**src/rtl/vred_logic_tree_pkg.sv**
```systemverilog
// Shared vALU reduction definitions: opSel encodings, per-bit identity and combine helpers.
// Helpers work on single bits so any DATA_WIDTH can apply them lane by lane.
package vred_logic_tree_pkg;

    localparam logic [1:0] OP_NONE = 2'b00;
    localparam logic [1:0] OP_AND  = 2'b01;
    localparam logic [1:0] OP_OR   = 2'b10;
    localparam logic [1:0] OP_XOR  = 2'b11;

    typedef enum logic {
        ST_IDLE = 1'b0,
        ST_OPEN = 1'b1
    } in_state_e;

    // Identity bit of an op: ones for AND, zero for OR/XOR (and for the invalid op).
    function automatic logic identity_bit(input logic [1:0] op);
        return (op == OP_AND);
    endfunction

    function automatic logic combine_bit(input logic [1:0] op, input logic a, input logic b);
        case (op)
            OP_AND:  return a & b;
            OP_OR:   return a | b;
            OP_XOR:  return a ^ b;
            default: return 1'b0;
        endcase
    endfunction

endpackage

```
**src/rtl/vred_logic_tree_stage.sv**
```systemverilog
// One registered level of the reduction tree: combines adjacent lane pairs and
// carries the beat sideband along; data and sideband hold while the level is idle.
module vred_logic_stage
    import vred_logic_tree_pkg::*;
#(
    parameter int PAIRS       = 1,
    parameter int DATA_WIDTH  = 32,
    parameter int OPSEL_WIDTH = 2
) (
    input  logic                            clk,
    input  logic                            rst,
    input  logic                            in_valid,
    input  logic                            in_first,
    input  logic                            in_last,
    input  logic [OPSEL_WIDTH-1:0]          in_op,
    input  logic [DATA_WIDTH-1:0]           in_scalar,
    input  logic [2*PAIRS*DATA_WIDTH-1:0]   in_data,
    output logic                            out_valid,
    output logic                            out_first,
    output logic                            out_last,
    output logic [OPSEL_WIDTH-1:0]          out_op,
    output logic [DATA_WIDTH-1:0]           out_scalar,
    output logic [PAIRS*DATA_WIDTH-1:0]     out_data
);

    logic [PAIRS*DATA_WIDTH-1:0] pair_data;

    always_comb begin
        pair_data = '0;
        for (int p = 0; p < PAIRS; p++) begin
            for (int b = 0; b < DATA_WIDTH; b++) begin
                pair_data[p*DATA_WIDTH + b] = combine_bit(in_op,
                    in_data[(2*p)*DATA_WIDTH + b], in_data[(2*p+1)*DATA_WIDTH + b]);
            end
        end
    end

    always_ff @(posedge clk) begin
        if (rst) begin
            out_valid  <= 1'b0;
            out_first  <= 1'b0;
            out_last   <= 1'b0;
            out_op     <= '0;
            out_scalar <= '0;
            out_data   <= '0;
        end else begin
            out_valid <= in_valid;
            if (in_valid) begin
                out_first  <= in_first;
                out_last   <= in_last;
                out_op     <= in_op;
                out_scalar <= in_scalar;
                out_data   <= pair_data;
            end
        end
    end

endmodule

```
**src/rtl/vred_logic_tree.sv**
```systemverilog
// Pipelined vredand/vredor/vredxor: log2(LANES) registered tree levels plus an accumulator.
// Optional lane masking is compiled in with VRED_MASK_EN.
module vred_logic_tree
    import vred_logic_tree_pkg::*;
#(
    parameter int LANES       = 8,
    parameter int DATA_WIDTH  = 32,
    parameter int OPSEL_WIDTH = 2
) (
    input  logic                          clk,
    input  logic                          rst,
    input  logic                          in_valid,
    input  logic [LANES*DATA_WIDTH-1:0]   in_vec,
    input  logic [LANES-1:0]              in_mask,
    input  logic [OPSEL_WIDTH-1:0]        in_opSel,
    input  logic [DATA_WIDTH-1:0]         in_scalar,
    input  logic                          in_last,
    output logic                          out_valid,
    output logic [DATA_WIDTH-1:0]         out_vec,
    output logic                          out_busy
);

    localparam int STAGES = $clog2(LANES);
    localparam int DW     = DATA_WIDTH;
    // All tree levels packed back to back: level k starts at (2*LANES - 2*(LANES>>k))*DW.
    localparam int TOTAL  = (2*LANES - 1) * DW;

    in_state_e state_q, state_d;
    logic [OPSEL_WIDTH-1:0] op_q;
    logic [DW-1:0]          scalar_q;
    logic                   beat_first;
    logic [OPSEL_WIDTH-1:0] beat_op;
    logic [DW-1:0]          beat_scalar;
    logic [LANES*DW-1:0]    lane_data;

    logic [TOTAL-1:0]       tree_data;
    logic                   tree_valid  [0:STAGES];
    logic                   tree_first  [0:STAGES];
    logic                   tree_last   [0:STAGES];
    logic [OPSEL_WIDTH-1:0] tree_op     [0:STAGES];
    logic [DW-1:0]          tree_scalar [0:STAGES];

    logic [DW-1:0]          root_data;
    logic [DW-1:0]          acc_q, acc_next;
    logic                   stages_busy;

    always_ff @(posedge clk) begin
        if (rst) begin
            state_q  <= ST_IDLE;
            op_q     <= '0;
            scalar_q <= '0;
        end else begin
            state_q <= state_d;
            if (state_q == ST_IDLE && in_valid) begin
                op_q     <= in_opSel;
                scalar_q <= in_scalar;
            end
        end
    end

    always_comb begin
        state_d = state_q;
        case (state_q)
            ST_IDLE: if (in_valid && !in_last) state_d = ST_OPEN;
            ST_OPEN: if (in_valid && in_last)  state_d = ST_IDLE;
            default: state_d = ST_IDLE;
        endcase
    end

    assign beat_first  = (state_q == ST_IDLE);
    assign beat_op     = beat_first ? in_opSel  : op_q;
    assign beat_scalar = beat_first ? in_scalar : scalar_q;

`ifdef VRED_MASK_EN
    always_comb begin
        lane_data = in_vec;
        for (int i = 0; i < LANES; i++) begin
            if (!in_mask[i]) lane_data[i*DW +: DW] = {DW{identity_bit(beat_op)}};
        end
    end
`else
    logic unused_mask;
    assign unused_mask = ^in_mask;
    assign lane_data   = in_vec;
`endif

    assign tree_data[LANES*DW-1:0] = lane_data;
    assign tree_valid[0]  = in_valid;
    assign tree_first[0]  = beat_first;
    assign tree_last[0]   = in_last;
    assign tree_op[0]     = beat_op;
    assign tree_scalar[0] = beat_scalar;

    for (genvar k = 1; k <= STAGES; k++) begin : g_stage
        localparam int PAIRS   = LANES >> k;
        localparam int IN_OFF  = (2*LANES - 2*(LANES >> (k-1))) * DW;
        localparam int OUT_OFF = (2*LANES - 2*PAIRS) * DW;

        vred_logic_stage #(
            .PAIRS      (PAIRS),
            .DATA_WIDTH (DW),
            .OPSEL_WIDTH(OPSEL_WIDTH)
        ) u_stage (
            .clk       (clk),
            .rst       (rst),
            .in_valid  (tree_valid[k-1]),
            .in_first  (tree_first[k-1]),
            .in_last   (tree_last[k-1]),
            .in_op     (tree_op[k-1]),
            .in_scalar (tree_scalar[k-1]),
            .in_data   (tree_data[IN_OFF +: 2*PAIRS*DW]),
            .out_valid (tree_valid[k]),
            .out_first (tree_first[k]),
            .out_last  (tree_last[k]),
            .out_op    (tree_op[k]),
            .out_scalar(tree_scalar[k]),
            .out_data  (tree_data[OUT_OFF +: PAIRS*DW])
        );
    end

    assign root_data = tree_data[TOTAL-1 -: DW];

    // A first-tagged beat seeds from its own scalar, so a stale accumulator never leaks in.
    always_comb begin
        acc_next = '0;
        for (int b = 0; b < DW; b++) begin
            acc_next[b] = combine_bit(tree_op[STAGES],
                tree_first[STAGES] ? tree_scalar[STAGES][b] : acc_q[b], root_data[b]);
        end
    end

    always_ff @(posedge clk) begin
        if (rst) begin
            acc_q     <= '0;
            out_vec   <= '0;
            out_valid <= 1'b0;
        end else begin
            out_valid <= 1'b0;
            if (tree_valid[STAGES]) begin
                acc_q <= acc_next;
                if (tree_last[STAGES]) begin
                    out_vec   <= acc_next;
                    out_valid <= 1'b1;
                end
            end
        end
    end

    always_comb begin
        stages_busy = 1'b0;
        for (int k = 1; k <= STAGES; k++) stages_busy = stages_busy | tree_valid[k];
    end

    assign out_busy = (state_q == ST_OPEN) | stages_busy;

endmodule

```
**config.mk**
```make
export PLATFORM = sky130hd
export DESIGN_NAME = vred_logic_tree
export DESIGN_NICKNAME = d
export VERILOG_FILES = /design/src/rtl/vred_logic_tree_pkg.sv /design/src/rtl/vred_logic_tree_stage.sv /design/src/rtl/vred_logic_tree.sv
export SDC_FILE = /design/constraint.sdc
export NUM_CORES = 1
export LEC_CHECK = 0
export ABC_AREA = 1
export BUFFER_PORTS_ARGS = -buffer_cell sky130_fd_sc_hd__clkbuf_2
export CAP_MARGIN = 10
export CORE_ASPECT_RATIO = 0.75
export CORE_MARGIN = 1.5
export CORE_UTILIZATION = 35
export CTS_CLUSTER_DIAMETER = 60
export DETAILED_ROUTE_END_ITERATION = 16
export SETUP_SLACK_MARGIN = 0.05
export SLEW_MARGIN = 20
export SYNTH_ARGS = -nofsm -noshare
export SYNTH_HDL_FRONTEND = slang
export SYNTH_SLANG_ARGS = --single-unit
```
**constraint.sdc**
```tcl
create_clock -name clk -period 5.2 [get_ports clk]
set_input_delay 0.26 -clock clk [delete_from_list [all_inputs] [get_ports clk]]
set_output_delay 0.26 -clock clk [all_outputs]
set_load 0.05 [all_outputs]
```
; After elaboration in Yosys (flattened, before gate mapping)
; Cells that the tools add are included.
[totals]
out_inout_bits = 34
register_bits = 435
input_bits = 302
elab_cells = 1109
[classes]
bitwise = 773
eq_ne = 12
n_mux = 294
n_reduce_logical = 6
[op_table]
columns = operator, count
row1 = 1-bit one-hot mux with 3 select lines, 256
row2 = 1-bit bitwise OR, 259
row3 = 1-bit AND, 256
row4 = 1-bit bitwise XOR, 256
row5 = 1-bit 2-to-1 mux, 35
row6 = 32-bit 2-to-1 mux, 1
row7 = "2-bit == test, second input constant", 8
row8 = "2-bit by 1-bit == test with 1-bit output, second input constant", 4
row9 = 1-bit logical AND, 3
row10 = 2-bit 2-to-1 mux, 1
row11 = 1-bit inverter, 2
row12 = 1-bit one-hot mux with 2 select lines, 1
row13 = 2-bit AND reduction, 1
row14 = 2-bit OR reduction, 1
row15 = 1-bit zero test, 1

; Longest topological paths before layout
[logic_depth]
word_depth = 4
mapped_depth = 10
ltp_nobuf = 9

; Hierarchy
; A second synthesis with hierarchy kept.
[hier_totals]
hier_cells = 4537
area_unflattened_um2 = 31853.0
[modules_own_cells]
columns = module, instances, seq_area_each_um2, area_per_inst_um2, cells_per_inst
row1 = vred_logic_stage at g_stage[1].u_stage, 1, 3303.2, 14039.7, 1953
row2 = vred_logic_stage at g_stage[2].u_stage, 1, 2021.9, 7285.7, 1054
row3 = vred_logic_tree, 1, 2001.9, 6167.2, 922
row4 = vred_logic_stage at g_stage[3].u_stage, 1, 1381.3, 4360.4, 608

; Worst setup path after synthesis
; OpenSTA, ideal clock, no wires.
[synth_timing]
path_type = flip-flop to output port
startpoint = register g_stage[2].u_stage.out_valid
endpoint = output port out_busy
n_path_buf = 3
path_stages_with_launch = 6
required_time_ns = 4.940
slack_ns = 3.471
arrival_time_ns = 1.469
path_cell_list = dfxtp_1 > buf_2 > inv_1 > buf_2 > clkbuf_1 > nand4_1
[synth_via]
elab_chain_cells = 3
[synth_rtl]
columns = item, line
row1 = "start, declared", vred_logic_tree_stage.sv:18  ; output logic out_valid,
row2 = "start signal, assigned", vred_logic_tree_stage.sv:47  ; out_valid <= in_valid;
row3 = 1-bit bitwise OR (2 in series), vred_logic_tree.sv:151  ; for (int k = 1; k <= STAGES; k++) stages_busy = stages_busy | tree_valid[k];
row4 = 1-bit bitwise OR, vred_logic_tree.sv:154  ; assign out_busy = (state_q == ST_OPEN) | stages_busy;
row5 = "end, declared", vred_logic_tree.sv:20  ; output logic out_busy
; Every way passes these cells.

; Worst setup path after layout
[layout_timing]
startpoint = register g_stage[1].u_stage.out_valid
endpoint = output port out_busy
[layout_via]
elab_chain_cells = 3
[layout_rtl]
columns = item, line
row1 = "start, declared", vred_logic_tree_stage.sv:18
row2 = "start signal, assigned", vred_logic_tree_stage.sv:47
row3 = 1-bit bitwise OR (2 in series), vred_logic_tree.sv:151
row4 = 1-bit bitwise OR, vred_logic_tree.sv:154
; Every way passes these cells.

==> results.sh <==
export IMPL_diodes=0
export IMPL_root_buffer="clkbuf_16"
export IMPL_critPathLaunchType="register"
export IMPL_fin_crit_ns=2.82
export IMPL_finClkSkew_ns=0.0385
export IMPL_antenna_found_initial=0
export IMPL_status="finished, final reports clean"
export IMPL_routabilityCongestion=0.827
export IMPL_power_switching_w=0.00245
export IMPL_syn_avg_cell_area_um2=7.14
export IMPL_grt_first_pass_wirelength_um=129000
export IMPL_synth_area_um2=29600
export IMPL_grt_use_met2_pct=29.6
export IMPL_synthCells=4144
export IMPL_grt_busiest_layer="met2"
export IMPL_synth_top_area_share_pct=29.4
export IMPL_io_pins=336
export IMPL_grtUsageMet1_pct=26.3
export IMPL_finalSetupTns_ns=0
export IMPL_p_int_w=0.00598
export IMPL_setup_ws_ns=2.38
export IMPL_holdCritPathClass="in -> reg"
export IMPL_num_vias=26100
export IMPL_syn_nets=4958
export IMPL_yosys_area_top_type="dfxtp_1"
export IMPL_worst_ir_drop_vdd_v=0.000263
export IMPL_max_cap_violations=0
export IMPL_synth_area_leaders="dfxtp_1, ha_1, nand2_1"
export IMPL_cts_sinks=435
export IMPL_final_util_pct=39.8
export IMPL_drtPass1Iterations=5
export IMPL_cts_setup_buffers=0
export IMPL_use_met3_pct=1.98
export IMPL_die_w_um=339
export IMPL_cts_hold_buffers=21
export IMPL_routedWlPerCell_um=14.8
export IMPL_grt_ovfl_total=0
export IMPL_seq_area_frac_synth_pct=29.4
export IMPL_fin_crit_sh_pct=54.2
export IMPL_swShare_pct=29.0
export IMPL_ant_nets=0
export IMPL_crit_type="reg -> out"
export IMPL_total_power_w=0.00843
export IMPL_h_tree_depth=2
export IMPL_viasPerCell=4.77
export IMPL_chipHeight_um=255
export IMPL_grt_max_degree=176
export IMPL_drtIter0Drc=1871
export IMPL_cp_arrival_ns=2.56
export IMPL_start_util_pct=35.3
export IMPL_cts_tree="done"
export IMPL_layout_drive_gt1_share_pct=10.3
export IMPL_wl_um=80700
export IMPL_first_global_vias=24400
export IMPL_yosysUniqueCellTypes=22
export IMPL_clkTransAtPathRegs_ns=0.06
export IMPL_drc_errors=0
export IMPL_p_seq_share_pct=42.6
export IMPL_grt_setup_unrepaired="no"
export IMPL_cts_resized=0
export IMPL_portBuffers=327
export IMPL_areaGrowthSynthToFinish_pct=12.7
export IMPL_required_ns=4.94
export IMPL_die_area_um2=86300
export IMPL_clock_power_share_pct=41.8
export IMPL_dp_hpwl_um=56000
export IMPL_setup_violations=0
export IMPL_slew_violations=0
export IMPL_hold_violations=0
export IMPL_leakage_nw=15.6
export IMPL_track_usage_pct=18.4
export IMPL_fmax_ghz=0.355
export IMPL_nets=5116
export IMPL_insertion_delay_ns=0.61
export IMPL_worstPathMaxFanout=62
export IMPL_end_kind="output pin"
export IMPL_combPwrFrac_pct=15.5
export IMPL_power_density_nw_per_um2=253
export IMPL_nFillCells=8743
export IMPL_post_place_ws_ns=2.42
export IMPL_rows=92
export IMPL_maxSlewHeadroom_pct=25.7
export IMPL_fp_coreArea_um2=83900
export IMPL_cts_made_buffers=47
export IMPL_tightest_slew_ns=1.11
export IMPL_synth_seq_cells=435
export IMPL_clk_path_buf_depth=3
export IMPL_synth_warnings=0
metal layers:
metal | up-vias | routed length (µm)
met5 | - | 0
met4 | 0 | 1650
met3 | 94 | 3290
met2 | 442 | 35300
met1 | 12100 | 40500
li1 | 13500 | -
power groups by stage:
stage	clock network, W	registers, W	logic [W]
after floorplan	0	0.00362	0.000946
final	0.00352	0.00359	0.00131
after detailed placement	0	0.00366	0.00131
after global placement	0	0.00366	0.00127
after global routing	0.00374	0.00361	0.00152
after CTS	0.00361	0.00359	0.00133
worst paths after layout:
check	end	slack, ns	from	cells after the start
worst max-delay path	out_busy	2.38	g_stage[1].u_stage.out_valid$_SDFF_PP0_	3
worst min-delay path	op_q[0]$_SDFFE_PP0P_	0.03	in_opSel[0]	3
worst max register to register	g_stage[1].u_stage.out_data[94]$_SDFFE_PP0P_	2.62	register	8
worst min register to register	g_stage[3].u_stage.out_scalar[9]$_SDFFE_PP0P_	0.46	g_stage[3].u_stage.out_scalar[9]$_SDFFE_PP0P_	2
flip-flops by register name, summed over array words and instances, names as in the netlist, 6 cells and up, named ones only:
signal	flops
scalar_q	32
g_stage.u_stage.out_data	224
out_vec	32
g_stage.u_stage.out_op	6
acc_q	32
g_stage.u_stage.out_scalar	96
synthesized netlist by cell type, drive strengths merged:
master / instances
nand2: 858
inv: 723
ha: 512
nand3: 456
dfxtp: 435
a21oi: 321
o21ai: 182
nor2: 168
buf: 157
o211ai: 142
clkbuf: 109
nand3b: 56
o21a: 12
o22ai: 12
nand4: 1
cell usage in the layout (no fill, tap or decap), drive strengths merged, types with 3 or more instances in the layout:
cell type	count
a21oi	321
buf	29
bufinv	4
clkbuf	391
clkinv	12
clkinvlp	3
dfxtp	435
dlygate4sd3	21
ha	512
inv	724
nand2	858
nand3	456
nand3b	56
nor2	168
o211ai	142
o21a	12
o21ai	182
o22ai	12
worst max-delay path: stages, from the launching register on:
cell	delay, ns
dfxtp_4	0.79
inv_2	0.52
nand4_1	0.32
clkbuf_2	0.32
layout make-up:
cell class	instances	area [µm²]	share of cell area, %
Clock inverter	20	267	0.799
Timing Repair Buffer	375	2120	6.34
Clock buffer	66	1360	4.07
Tap cell	1128	1410	4.23
Inverter	723	2720	8.15
Sequential cell	435	8710	26.1
Multi-Input combinational cell	2720	16800	50.3
through the flow:
stage | instances | hold slack (ns) | instance area [µm²]
3_3_place_gp | 5360 | 0.445 | 31500
3_5_place_dp | 5360 | 0.451 | 31500
2_1_floorplan | 4144 | 0.425 | 29600
4_1_cts | 5467 | 0.00317 | 33400
5_1_grt | 5467 | 0.0290 | 33400
6_report | 5467 | 0.0307 | 33400
logic make-up after synthesis:
kind of cell               synth area share (%)
DFF                                        29.4
AOI/OAI and AO/OA                          12.7
and+or+nand+nor                            22.3
buffers and inverters                      14.0
adders and majority gates                  21.6
Note: power is estimated with default switching activity, not from simulation.
